## config.mk

```make
export PLATFORM = sky130hd
export DESIGN_NAME = xsim_sink_arbiter
export DESIGN_NICKNAME = d
export VERILOG_FILES = /design/src/rtl/xsim_sink_arbiter.sv
export SDC_FILE = /design/constraint.sdc
export NUM_CORES = 1
export LEC_CHECK = 0
export ABC_AREA = 1
export BUFFER_PORTS_ARGS = -buffer_cell sky130_fd_sc_hd__buf_4
export CAP_MARGIN = 25
export CORE_MARGIN = 2
export CORE_UTILIZATION = 50
export CTS_BUF_LIST = sky130_fd_sc_hd__clkbuf_8
export CTS_CLUSTER_SIZE = 28
export DETAILED_ROUTE_END_ITERATION = 16
export PLACE_DENSITY = 0.85
export SYNTH_ARGS = -nofsm -noshare
export SYNTH_HDL_FRONTEND = slang
export SYNTH_SLANG_ARGS = --single-unit
```

## constraint.sdc

```tcl
create_clock -name CLK -period 3.5 [get_ports CLK]
set_input_delay 0.7 -clock CLK [delete_from_list [all_inputs] [get_ports CLK]]
set_output_delay 0.7 -clock CLK [all_outputs]
set_load 0.1 [all_outputs]
```

## src/rtl/xsim_sink_arbiter.sv

```systemverilog
// Round-robin merge of NUM_PORTALS message-sink channels into one beat stream.
// Define XSIM_SINK_ARB_STALL_TIMEOUT_EN to build in the stall watchdog.
module xsim_sink_arbiter #(
  parameter int NUM_PORTALS = 4,
  parameter int IDX_W       = 2
) (
  input  logic                      CLK,
  input  logic                      RST,
  input  logic [NUM_PORTALS-1:0]    in_rdy,
  input  logic [32*NUM_PORTALS-1:0] in_beat,
  output logic [NUM_PORTALS-1:0]    in_en,
  output logic                      RDY_beat,
  input  logic                      EN_beat,
  output logic [31:0]               beat,
  output logic [IDX_W-1:0]          grant_idx,
  output logic                      stall_err
);

  typedef enum logic {IDLE, BURST} state_e;

  state_e           state_q, state_d;
  logic [IDX_W-1:0] grant_q, grant_d;
  logic [IDX_W-1:0] lastGrant_q, lastGrant_d;
  logic [15:0]      beatsLeft_q, beatsLeft_d;
  logic             first_q, first_d;
  logic             stallErr_q, stallErr_d;

  logic             selRdy;
  logic [31:0]      selBeat;
  logic             consume;
  logic [15:0]      hdrLen;
  logic             anyReq;
  logic             found;
  logic [IDX_W-1:0] cand;
  logic [IDX_W-1:0] arbWinner;
  logic             stallHit;

  assign selRdy  = in_rdy[grant_q];
  assign selBeat = in_beat[{grant_q, 5'b00000} +: 32];
  assign consume = (state_q == BURST) && EN_beat && selRdy;
  assign hdrLen  = selBeat[15:0];
  assign anyReq  = |in_rdy;

  // Rotating priority: search upward starting just after the last served channel.
  always_comb begin
    arbWinner = lastGrant_q;
    found     = 1'b0;
    cand      = '0;
    for (int k = 1; k <= NUM_PORTALS; k++) begin
      cand = IDX_W'((int'(lastGrant_q) + k) % NUM_PORTALS);
      if (!found && in_rdy[cand]) begin
        arbWinner = cand;
        found     = 1'b1;
      end
    end
  end

`ifdef XSIM_SINK_ARB_STALL_TIMEOUT_EN
  logic [7:0] stallCnt_q, stallCnt_d;

  always_comb begin
    stallCnt_d = '0;
    if (state_q == BURST && !selRdy) stallCnt_d = stallCnt_q + 8'd1;
  end

  // Counter lands on 255 in the same edge that abandons the message.
  assign stallHit = (state_q == BURST) && !selRdy && (stallCnt_q == 8'd254);

  always_ff @(posedge CLK or posedge RST) begin
    if (RST) stallCnt_q <= '0;
    else     stallCnt_q <= stallCnt_d;
  end
`else
  assign stallHit = 1'b0;
`endif

  always_ff @(posedge CLK or posedge RST) begin
    if (RST) begin
      state_q     <= IDLE;
      grant_q     <= '0;
      lastGrant_q <= IDX_W'(NUM_PORTALS - 1);
      beatsLeft_q <= '0;
      first_q     <= 1'b1;
      stallErr_q  <= 1'b0;
    end else begin
      state_q     <= state_d;
      grant_q     <= grant_d;
      lastGrant_q <= lastGrant_d;
      beatsLeft_q <= beatsLeft_d;
      first_q     <= first_d;
      stallErr_q  <= stallErr_d;
    end
  end

  always_comb begin
    state_d     = state_q;
    grant_d     = grant_q;
    lastGrant_d = lastGrant_q;
    beatsLeft_d = beatsLeft_q;
    first_d     = first_q;
    stallErr_d  = stallErr_q;
    case (state_q)
      IDLE: begin
        if (anyReq) begin
          grant_d = arbWinner;
          first_d = 1'b1;
          state_d = BURST;
        end
      end
      BURST: begin
        if (stallHit) begin
          stallErr_d  = 1'b1;
          lastGrant_d = grant_q;
          beatsLeft_d = '0;
          first_d     = 1'b1;
          state_d     = IDLE;
        end else if (consume) begin
          if (first_q) begin
            // A zero length field still describes a header-only message.
            if (hdrLen <= 16'd1) begin
              lastGrant_d = grant_q;
              state_d     = IDLE;
            end else begin
              beatsLeft_d = hdrLen - 16'd1;
              first_d     = 1'b0;
            end
          end else begin
            beatsLeft_d = beatsLeft_q - 16'd1;
            if (beatsLeft_q == 16'd1) begin
              lastGrant_d = grant_q;
              first_d     = 1'b1;
              state_d     = IDLE;
            end
          end
        end
      end
      default: state_d = IDLE;
    endcase
  end

  always_comb begin
    in_en     = '0;
    RDY_beat  = 1'b0;
    beat      = '0;
    grant_idx = lastGrant_q;
    if (state_q == BURST) begin
      RDY_beat       = selRdy;
      beat           = selBeat;
      in_en[grant_q] = EN_beat && selRdy;
      grant_idx      = grant_q;
    end
  end

  assign stall_err = stallErr_q;

endmodule

```

* Word level (Yosys, flattened, before mapping)
Cells that the tools add are included.
** Operators by class
- $add $sub $neg :: 6
- Magnitude comparators :: 7
- Equal/unequal tests :: 5
- Shifts and indexed selects :: 1
- Multiplexer cells :: 40
- Bitwise gates (word level) :: 2
- Reduce and logical (&&, ||, !) cells :: 16
** Operators with widths (count)
- $shiftx 128x8->32 :: 1
- $mux 16 :: 2
- $mux 32 :: 1
- $sub 16x1->16 const B :: 2
- $mux 1 :: 20
- $eq 16x1->1 const B :: 1
- $le 16x1->1 const B :: 1
- $mux 2 :: 8
- $lt 2x3->1 const B :: 5
- $bmux 1 s2 :: 5
- $logic_and 1x1->1 :: 7
- $add 2x1->2 const B :: 2
- $add 2x2->2 const B :: 2
- $and 4x4->4 :: 1
- $mux 4 :: 1
- $ne 2x1->1 const B :: 2
- $ne 2x2->1 const B :: 2
- $pmux 1 s2 :: 2
- $reduce_and 2->1 :: 2
- $reduce_and 4->1 :: 1
- $reduce_or 4->1 :: 1
- $logic_not 1->1 :: 3
- $reduce_and 3->1 :: 1
- $demux 1 s2 :: 1
- other kinds (3) :: 3
** Storage, ports and cells
- Flip-flop bits (word level) :: 22
- Output and inout bits :: 40
- Word-level logic and storage cells :: 82

* Depth between registers and ports, before layout
Gate-level depths: netlist of run 1.
- Depth in word-level cells :: 13
- Depth in mapped cells :: 18

* Worst setup path after synthesis of run 1
No wires, ideal clock.
- Path kind :: reg-to-output
- From :: register lastGrant_q[1]
- To :: output grant_idx[1]
- Arrival time :: 2.913 ns
- Data required time :: 2.800 ns
- Path slack :: -0.113 ns
- Stages on the path, launching flop included :: 4
- Path buffers :: 1
- Cells stage by stage :: dfstp_2 -> clkbuf_1 -> inv_1 -> o21ai_0
** Between the ends
- Cells in the longest elaborated chain, start to end :: 1
** RTL lines
- from (decl) :: RTL line 23 : logic [IDX_W-1:0] lastGrant_q, lastGrant_d;
- from (signal assigned) :: RTL line 81 : lastGrant_q <= IDX_W'(NUM_PORTALS - 1);
- from (signal assigned) :: RTL line 88 : lastGrant_q <= lastGrant_d;
- $mux 2 :: RTL line 146 : if (state_q == BURST) begin
- to (decl) :: RTL line 15 : output logic [IDX_W-1:0] grant_idx,
Every way passes these cells.

* Worst setup path after layout of run 1
- From :: register grant_q[1]
- To :: output beat[16]
** Between the ends
- Cells in the longest elaborated chain, start to end :: 2
** RTL lines
- from (decl) :: RTL line 22 : logic [IDX_W-1:0] grant_q, grant_d;
- from (signal assigned) :: RTL line 87 : grant_q <= grant_d;
- $shiftx 128x8->32 :: RTL line 39 : assign selBeat = in_beat[{grant_q, 5'b00000} +: 32];
- $mux 32 :: RTL line 146
- to (decl) :: RTL line 14 : output logic [31:0] beat,
Every way passes these cells.

==> reports/qor.txt, run 1 <==
Synthesized area - 3510 sq um
Crit path required time - 2.80 ns
Die Ht - 87.8 microns
Port bufs - 173
Non-Filler Instances - 873
Setup_tns - 0 ns
Met3 GRT Util - 4.34%
Number of global-route vias before repair - 4413
Count leader, synth - nand2_1
Cell count after synthesis - 623
Num ports - 175
Slowest stage delay, CP - 0.57 ns
Register bit total from synthesis - 22
Main synth FF type - dfrtp_1
Core area - 6790 sq um
CTS resizes - 0
Vias per inst - 5.53
Critical path's top delay family - buffers and inverters
Post-route ant nets - 0
Post-route DRC - 0
CP bufs+invs - 3
Crit path top cell by count - buf_4
Max-slew violation count - 0
List of most frequent post-synthesis cells - 227 x nand2_1, 84 x nor2_1, 62 x nand3_1
Cell row count - 30
RSZ-0062 raised after global routing - no
Status - completed
Area of the multi-input gates - 2560 sq um
Clock Path Buffers - 2
DIE AREA - 7710 sq um
Share of cells above drive strength 1 - 30.5%
First-pass GRT wire length - 20500 microns
DRT Pass-1 Iters - 5
Synth warn - 0
Area contributors post-synth - nand2_1 24%, dfrtp_1 14%, nor2_1 9.0%
Worst-Skew Late Latency - 0.27 ns
Placed insts - 869
Postcts setup bufs - 0
Asr flop ratio synth - 100%
Reg area - 556 sq um
Startpoint Class - flop
DR vias - 4829
Final wirelength - 13000 microns
TritonCTS Buffers - 3
WL per Instance - 14.9 microns
Area Growth Syn to Fin - 37.3%
Arrival @ worst endpoint - 2.32 ns
GR Layer Usage met1 - 41.1%
Worst VDD drop - 593 uV
HPWL after detailed placement - 10100 microns
Initial antenna violation count - 0
Nets@finish - 917
1st-iter DRT viols - 435
GRT busiest layer - met2
Largest net degree at the start of global routing - 48
CP Cell Sequence - inv_2 -> nor2_4 -> buf_4 -> a22oi_1 -> a21oi_1 -> buf_4
Seq/Total Area, Yosys - 15.8%
CTS Hold Bufs - 0
Final setup fails - 0
Post-synth cell types - 37
Top-area cell type share of the netlist area - 24.3%
CTS tree - built
Syn nets - 762
Met2 Track Usage GR - 59.0%
Max_slew headroom - 41.8%
Slowest stage cell on the critical path - dfrtp_1
Final-report hold violation count - 0
GRT Residual Overflow - 0
Cell taking the most area after synthesis - nand2_1
Syn Area/Cell - 5.64 sq um
Tmin final - 3.02 ns
Tcrit/Tclk final - 86.2%
H-tree levels - 1
# diodes - 0
Crit Path Max Fanout - 26
Leak - 2.52 nW
Skew final - 0.00935 ns
EDFF count, synth - 0
CP Capture Type - output port
GRT Total Usage - 33.1%
Die Width - 87.8 microns
Max Cap Viol - 0
Fill cells - 627
P per Cell Area - 776 nW/um^2
F_max - 331 MHz
Starting Density - 51.7%
Gpl congestion - 0.981
Clk pin slew, worst setup/hold paths - 0.09 ns
Critical path class - reg -> out
Slew of the pin with the lowest slew margin - 0.872 ns
Num Clock Sinks - 22
Worst min-delay path category - reg -> reg
CTS root buf - clkbuf_8
-- cells by family after synthesis --
family	after synthesis	synth area share, %
XOR/XNOR	5	1.25
other	1	0.107
buffers and inverters	69	11.3
AO/OA/AOI/OAI	104	18.1
AND/OR/NAND/NOR	418	52.0
flip-flops	22	15.8
adder cells (fa/ha/maj)	4	1.43
-- path summary, 6_finish.rpt --
kind,startpoint,end,slack [ns],cells past startpoint
worst max-delay path,grant_q[1]$_DFFE_PP0P_,beat[16],0.48,6
worst min-delay path,beatsLeft_q[3]$_DFFE_PP0P_,beatsLeft_q[3]$_DFFE_PP0P_,0.53,2
worst max register to register,grant_q[1]$_DFFE_PP0P_,beatsLeft_q[1]$_DFFE_PP0P_,0.78,14
worst min register to register,beatsLeft_q[3]$_DFFE_PP0P_,beatsLeft_q[3]$_DFFE_PP0P_,0.53,2
max in group asynchronous,RST,grant_q[0]$_DFFE_PP0P_,2.30,2
min in group asynchronous,RST,beatsLeft_q[8]$_DFFE_PP0P_,0.60,2
-- metrics by stage --
stage | power [mW] | hold slack [ns] | util, % | cell area, sq um | setup WS [ns]
3_3_place_gp | 3.41 | 0.497 | 69.9 | 4750 | 0.912
4_1_cts | 3.71 | 0.530 | 71.0 | 4820 | 0.526
3_5_place_dp | 3.46 | 0.509 | 69.9 | 4750 | 0.836
5_1_grt | 3.98 | 0.540 | 71.0 | 4820 | 0.341
2_1_floorplan | 2.90 | 0.471 | - | 3510 | 0.0249
6_report | 3.74 | 0.534 | 71.0 | 4820 | 0.483
-- sequential cells by signal, indices dropped and copies added, names as in the netlist --
signal and count:
beatsLeft_q 16, grant_q 2, lastGrant_q 2, first_q 1, state_q 1
-- metal layers --
| metal | part of all wire, % | wire, microns | vias up |
|---|---|---|---|
| met5 | 0 | 0 | - |
| met4 | 3.5 | 455 | 0 |
| met3 | 8.5 | 1100 | 53 |
| met2 | 49 | 6320 | 257 |
| met1 | 39 | 5090 | 2170 |
| li1 | - | - | 2349 |
-- where the power goes --
group          internal, mW  switching [mW]  leakage [nW]  total (mW)
logic                 0.776            2.25          2.23        3.02
registers             0.353           0.122         0.254       0.475
clock network         0.153          0.0912        0.0357       0.244
total                  1.28            2.46          2.52        3.74
-- cell type report --
| cell class | instances | share of cell area [%] |
|---|---|---|
| Tap cell | 96 | 2.49 |
| Inverter | 36 | 2.91 |
| Multi-Input combinational cell | 532 | 53.1 |
| Clock buffer | 3 | 0.856 |
| Timing Repair Buffer | 183 | 28.5 |
| Sequential cell | 22 | 11.5 |
| Clock inverter | 1 | 0.623 |
-- tightest hold or removal path: cells and delay by family, from the launching register on --
kind | cells | cell delay, ns
and+or+nand+nor | 2 | 0.12
DFF | 1 | 0.38
-- placed cells by master (no fill, tap or decap), types with 5 or more instances in the layout --
cell type	Yosys	layout
nor2_2	14	14
buf_4	2	183
nand3_2	5	5
a21oi_1	30	30
nor2_1	84	84
inv_1	28	28
nand2_1	227	227
inv_2	5	5
dfrtp_1	19	18
o21ai_1	5	7
nand2_2	6	6
nor2_4	8	8
a22oi_1	32	32
o21ai_0	24	22
nand3_1	62	62
Power figures use the tool's default switching activity.
==> inputs of run 2 (changes only) <==
MAX_ROUTING_LAYER = met4   (was not set)
==> run 2 against run 1 <==
  * Count of clock-buffer cells in the layout up 1
  * Critical path depth unchanged
  * Non-clock buffer count down 1
  * Worst hold slack worse by 0.021 ns
  * Total power down 1.4%
  * Die area unchanged
  * Critical path type unchanged
  * Critical endpoint unchanged
  * Largest cell class unchanged
==> reports/qor.txt, run 2 (synthesis gave the netlist of run 1 again) <==
Status - completed
Worst-Skew Late Latency - 0.27 ns (about the same)
First-pass GRT wire length - 20900 microns (+2.0%)
Vias per inst - 5.54 (+0.11%)
Crit Path Max Fanout - 26 (unchanged)
Worst VDD drop - 633 uV (+6.7%)
# diodes - 0 (unchanged)
RSZ-0062 raised after global routing - no
Critical path's top delay family - buffers and inverters
Max FFs per register - 16 (unchanged)
Port bufs - 173 (unchanged)
Final-report hold violation count - 0 (unchanged)
Gpl congestion - 1.05 (+6.8%)
Final wirelength - 13200 microns (+1.7%)
GRT Total Usage - 35.0% (+1.9 points)
Cell row count - 30 (unchanged)
Total Power - 3.69 mW (-1.4%)
Slowest stage cell on the critical path - dfrtp_1
Setup_tns - 0 ns (unchanged)
Tmin final - 3.01 ns (-0.00863 ns)
Startpoint Class - flop
Starting Density - 51.7% (unchanged)
DIE AREA - 7710 sq um (unchanged)
Skew final - 0.00850 ns (-0.000850 ns)
Final setup fails - 0 (unchanged)
CTS tree - built
Critical path depth in cells - 6 (unchanged)
Postcts setup bufs - 0 (unchanged)
Largest net degree at the start of global routing - 48 (unchanged)
Slowest stage delay, CP - 0.59 ns (+0.02 ns)
1st-iter DRT viols - 417 (-4.1%)
P per Cell Area - 769 nW/um^2 (-0.91%)
HPWL after detailed placement - 10400 microns (+2.9%)
Post-route ant nets - 0 (unchanged)
CTS root buf - clkbuf_8
DRT Pass-1 Iters - 9 (+4)
CP bufs+invs - 3 (unchanged)
Leak - 2.51 nW (-0.48%)
Most frequent cells in the layout - 227 x nand2_1, 182 x buf_4, 84 x nor2_1
Non-Filler Instances - 872 (-0.11%)
CP Cell Sequence - inv_2 -> nor2_4 -> buf_4 -> a22oi_1 -> a21oi_1 -> buf_4
H-tree levels - 1 (unchanged)
Largest regs - beatsLeft_q: 16 flops, grant_q: 2 flops, lastGrant_q: 2 flops
Clock Path Buffers - 2 (unchanged)
Post-route DRC - 0 (unchanged)
Crit path required time - 2.80 ns (about the same)
Worst min-delay path category - reg -> reg
Num ports - 175 (unchanged)
Core area - 6790 sq um (unchanged)
Number of global-route vias before repair - 4521 (+2.4%)
Launch point of the worst reg-to-reg path - grant_q[1]$_DFFE_PP0P_
Crit path from - grant_q[1]$_DFFE_PP0P_
CP Capture Type - output port
Share of cells above drive strength 1 - 30.4% (-0.090 points)
Clk pin slew, worst setup/hold paths - 0.09 ns (about the same)
TritonCTS Buffers - 3 (unchanged)
Num Clock Sinks - 22 (unchanged)
Max-slew violation count - 0 (unchanged)
Slew of the pin with the lowest slew margin - 0.873 ns (+0.00122 ns)
DR vias - 4829 (unchanged)
CP endpoint - beat[16]
Critical R2R Capture - beatsLeft_q[1]$_DFFE_PP0P_
Die Ht - 87.8 microns (unchanged)
Max_slew headroom - 41.7% (-0.081 points)
F_max - 332 MHz (+0.29%)
Arrival @ worst endpoint - 2.31 ns (about the same)
Internal reg-to-reg setup slack - 0.73 ns (-0.05 ns)
R2R cell count - 14 (unchanged)
Critical path class - reg -> out
GRT Residual Overflow - 0 (unchanged)
Biggest register - beatsLeft_q
CTS Hold Bufs - 0 (unchanged)
WL per Instance - 15.1 microns (+1.8%)
Nets@finish - 916 (-0.11%)
Die Width - 87.8 microns (unchanged)
Initial antenna violation count - 0 (unchanged)
Max Cap Viol - 0 (unchanged)
Area Growth Syn to Fin - 36.6%
CTS resizes - 0 (unchanged)
Crit path top cell by count - buf_4
Tcrit/Tclk final - 85.9% (-0.25 points)
Placed insts - 868 (-0.12%)
Commonest non-fill, non-tap cell in the layout - nand2_1
## run 2: cell count changes in the layout (fill, tap and decap cells not counted)
| cell | change |
|---|---|
| clkbuf_8 | +1 |
| bufinv_16 | -1 |
| buf_4 | -1 |
## run 2: where the power goes
part	leakage [nW]	switching [mW]	internal, mW
Sequential	0.254	0.142	0.353
Combinational	2.22	2.23	0.772
Clock	0.0288	0.0890	0.101
## run 2: through the flow
stage                     hold slack (ns)  worst slack (ns)  cell area, sq um  utilization [%]
after detailed placement            0.498             0.788              4740             69.8
after global routing                0.543             0.310              4800             70.6
final                               0.512             0.492              4800             70.6
after global placement              0.499             0.850              4740             69.8
after floorplan                     0.471            0.0249              3510                -
after CTS                           0.517             0.523              4800             70.6
## run 2: worst min path at each step
stage	start	endpoint	slack, ns	depth (start not counted)
2_1_floorplan	beatsLeft_q[3]$_DFFE_PP0P_	beatsLeft_q[3]$_DFFE_PP0P_	0.47	2
3_3_place_gp	beatsLeft_q[3]$_DFFE_PP0P_	beatsLeft_q[3]$_DFFE_PP0P_	0.50	2
3_5_place_dp	beatsLeft_q[3]$_DFFE_PP0P_	beatsLeft_q[3]$_DFFE_PP0P_	0.50	2
4_1_cts	beatsLeft_q[3]$_DFFE_PP0P_	beatsLeft_q[3]$_DFFE_PP0P_	0.52	2
5_1_grt	beatsLeft_q[3]$_DFFE_PP0P_	beatsLeft_q[3]$_DFFE_PP0P_	0.54	2
6_report	beatsLeft_q[3]$_DFFE_PP0P_	beatsLeft_q[3]$_DFFE_PP0P_	0.51	2
## run 2: worst reg2reg max path: stages (launching register included)
cell     delay (ns)
dfrtp_1        0.59
inv_2          0.30
nand3_1        0.15
nand2_1        0.10
nor2_4         0.16
ha_1           0.25
o21ai_0        0.12
nor2_1         0.18
nand2_1        0.07
nor2_1         0.12
nand2_2        0.10
nand2_4        0.17
inv_4          0.13
o21ai_0        0.13
o21ai_2        0.07
## run 2: area by class of cell
type	count	area [sq um]
inverter	36	140
clock buffer	4	55.1
sequential	22	556
fill	633	2000
timing repair buffer	182	1370
multi-input combinational	532	2560
tap	96	120
## run 2: routing by layer
metal  vias up  routed length [microns]  track usage [%]
met1      2158                     5010             40.4
met4         0                      371             10.6
li1       2350                        -                -
met3        36                     1350             5.75
met2       285                     6450             61.9
met5         -                        0                -
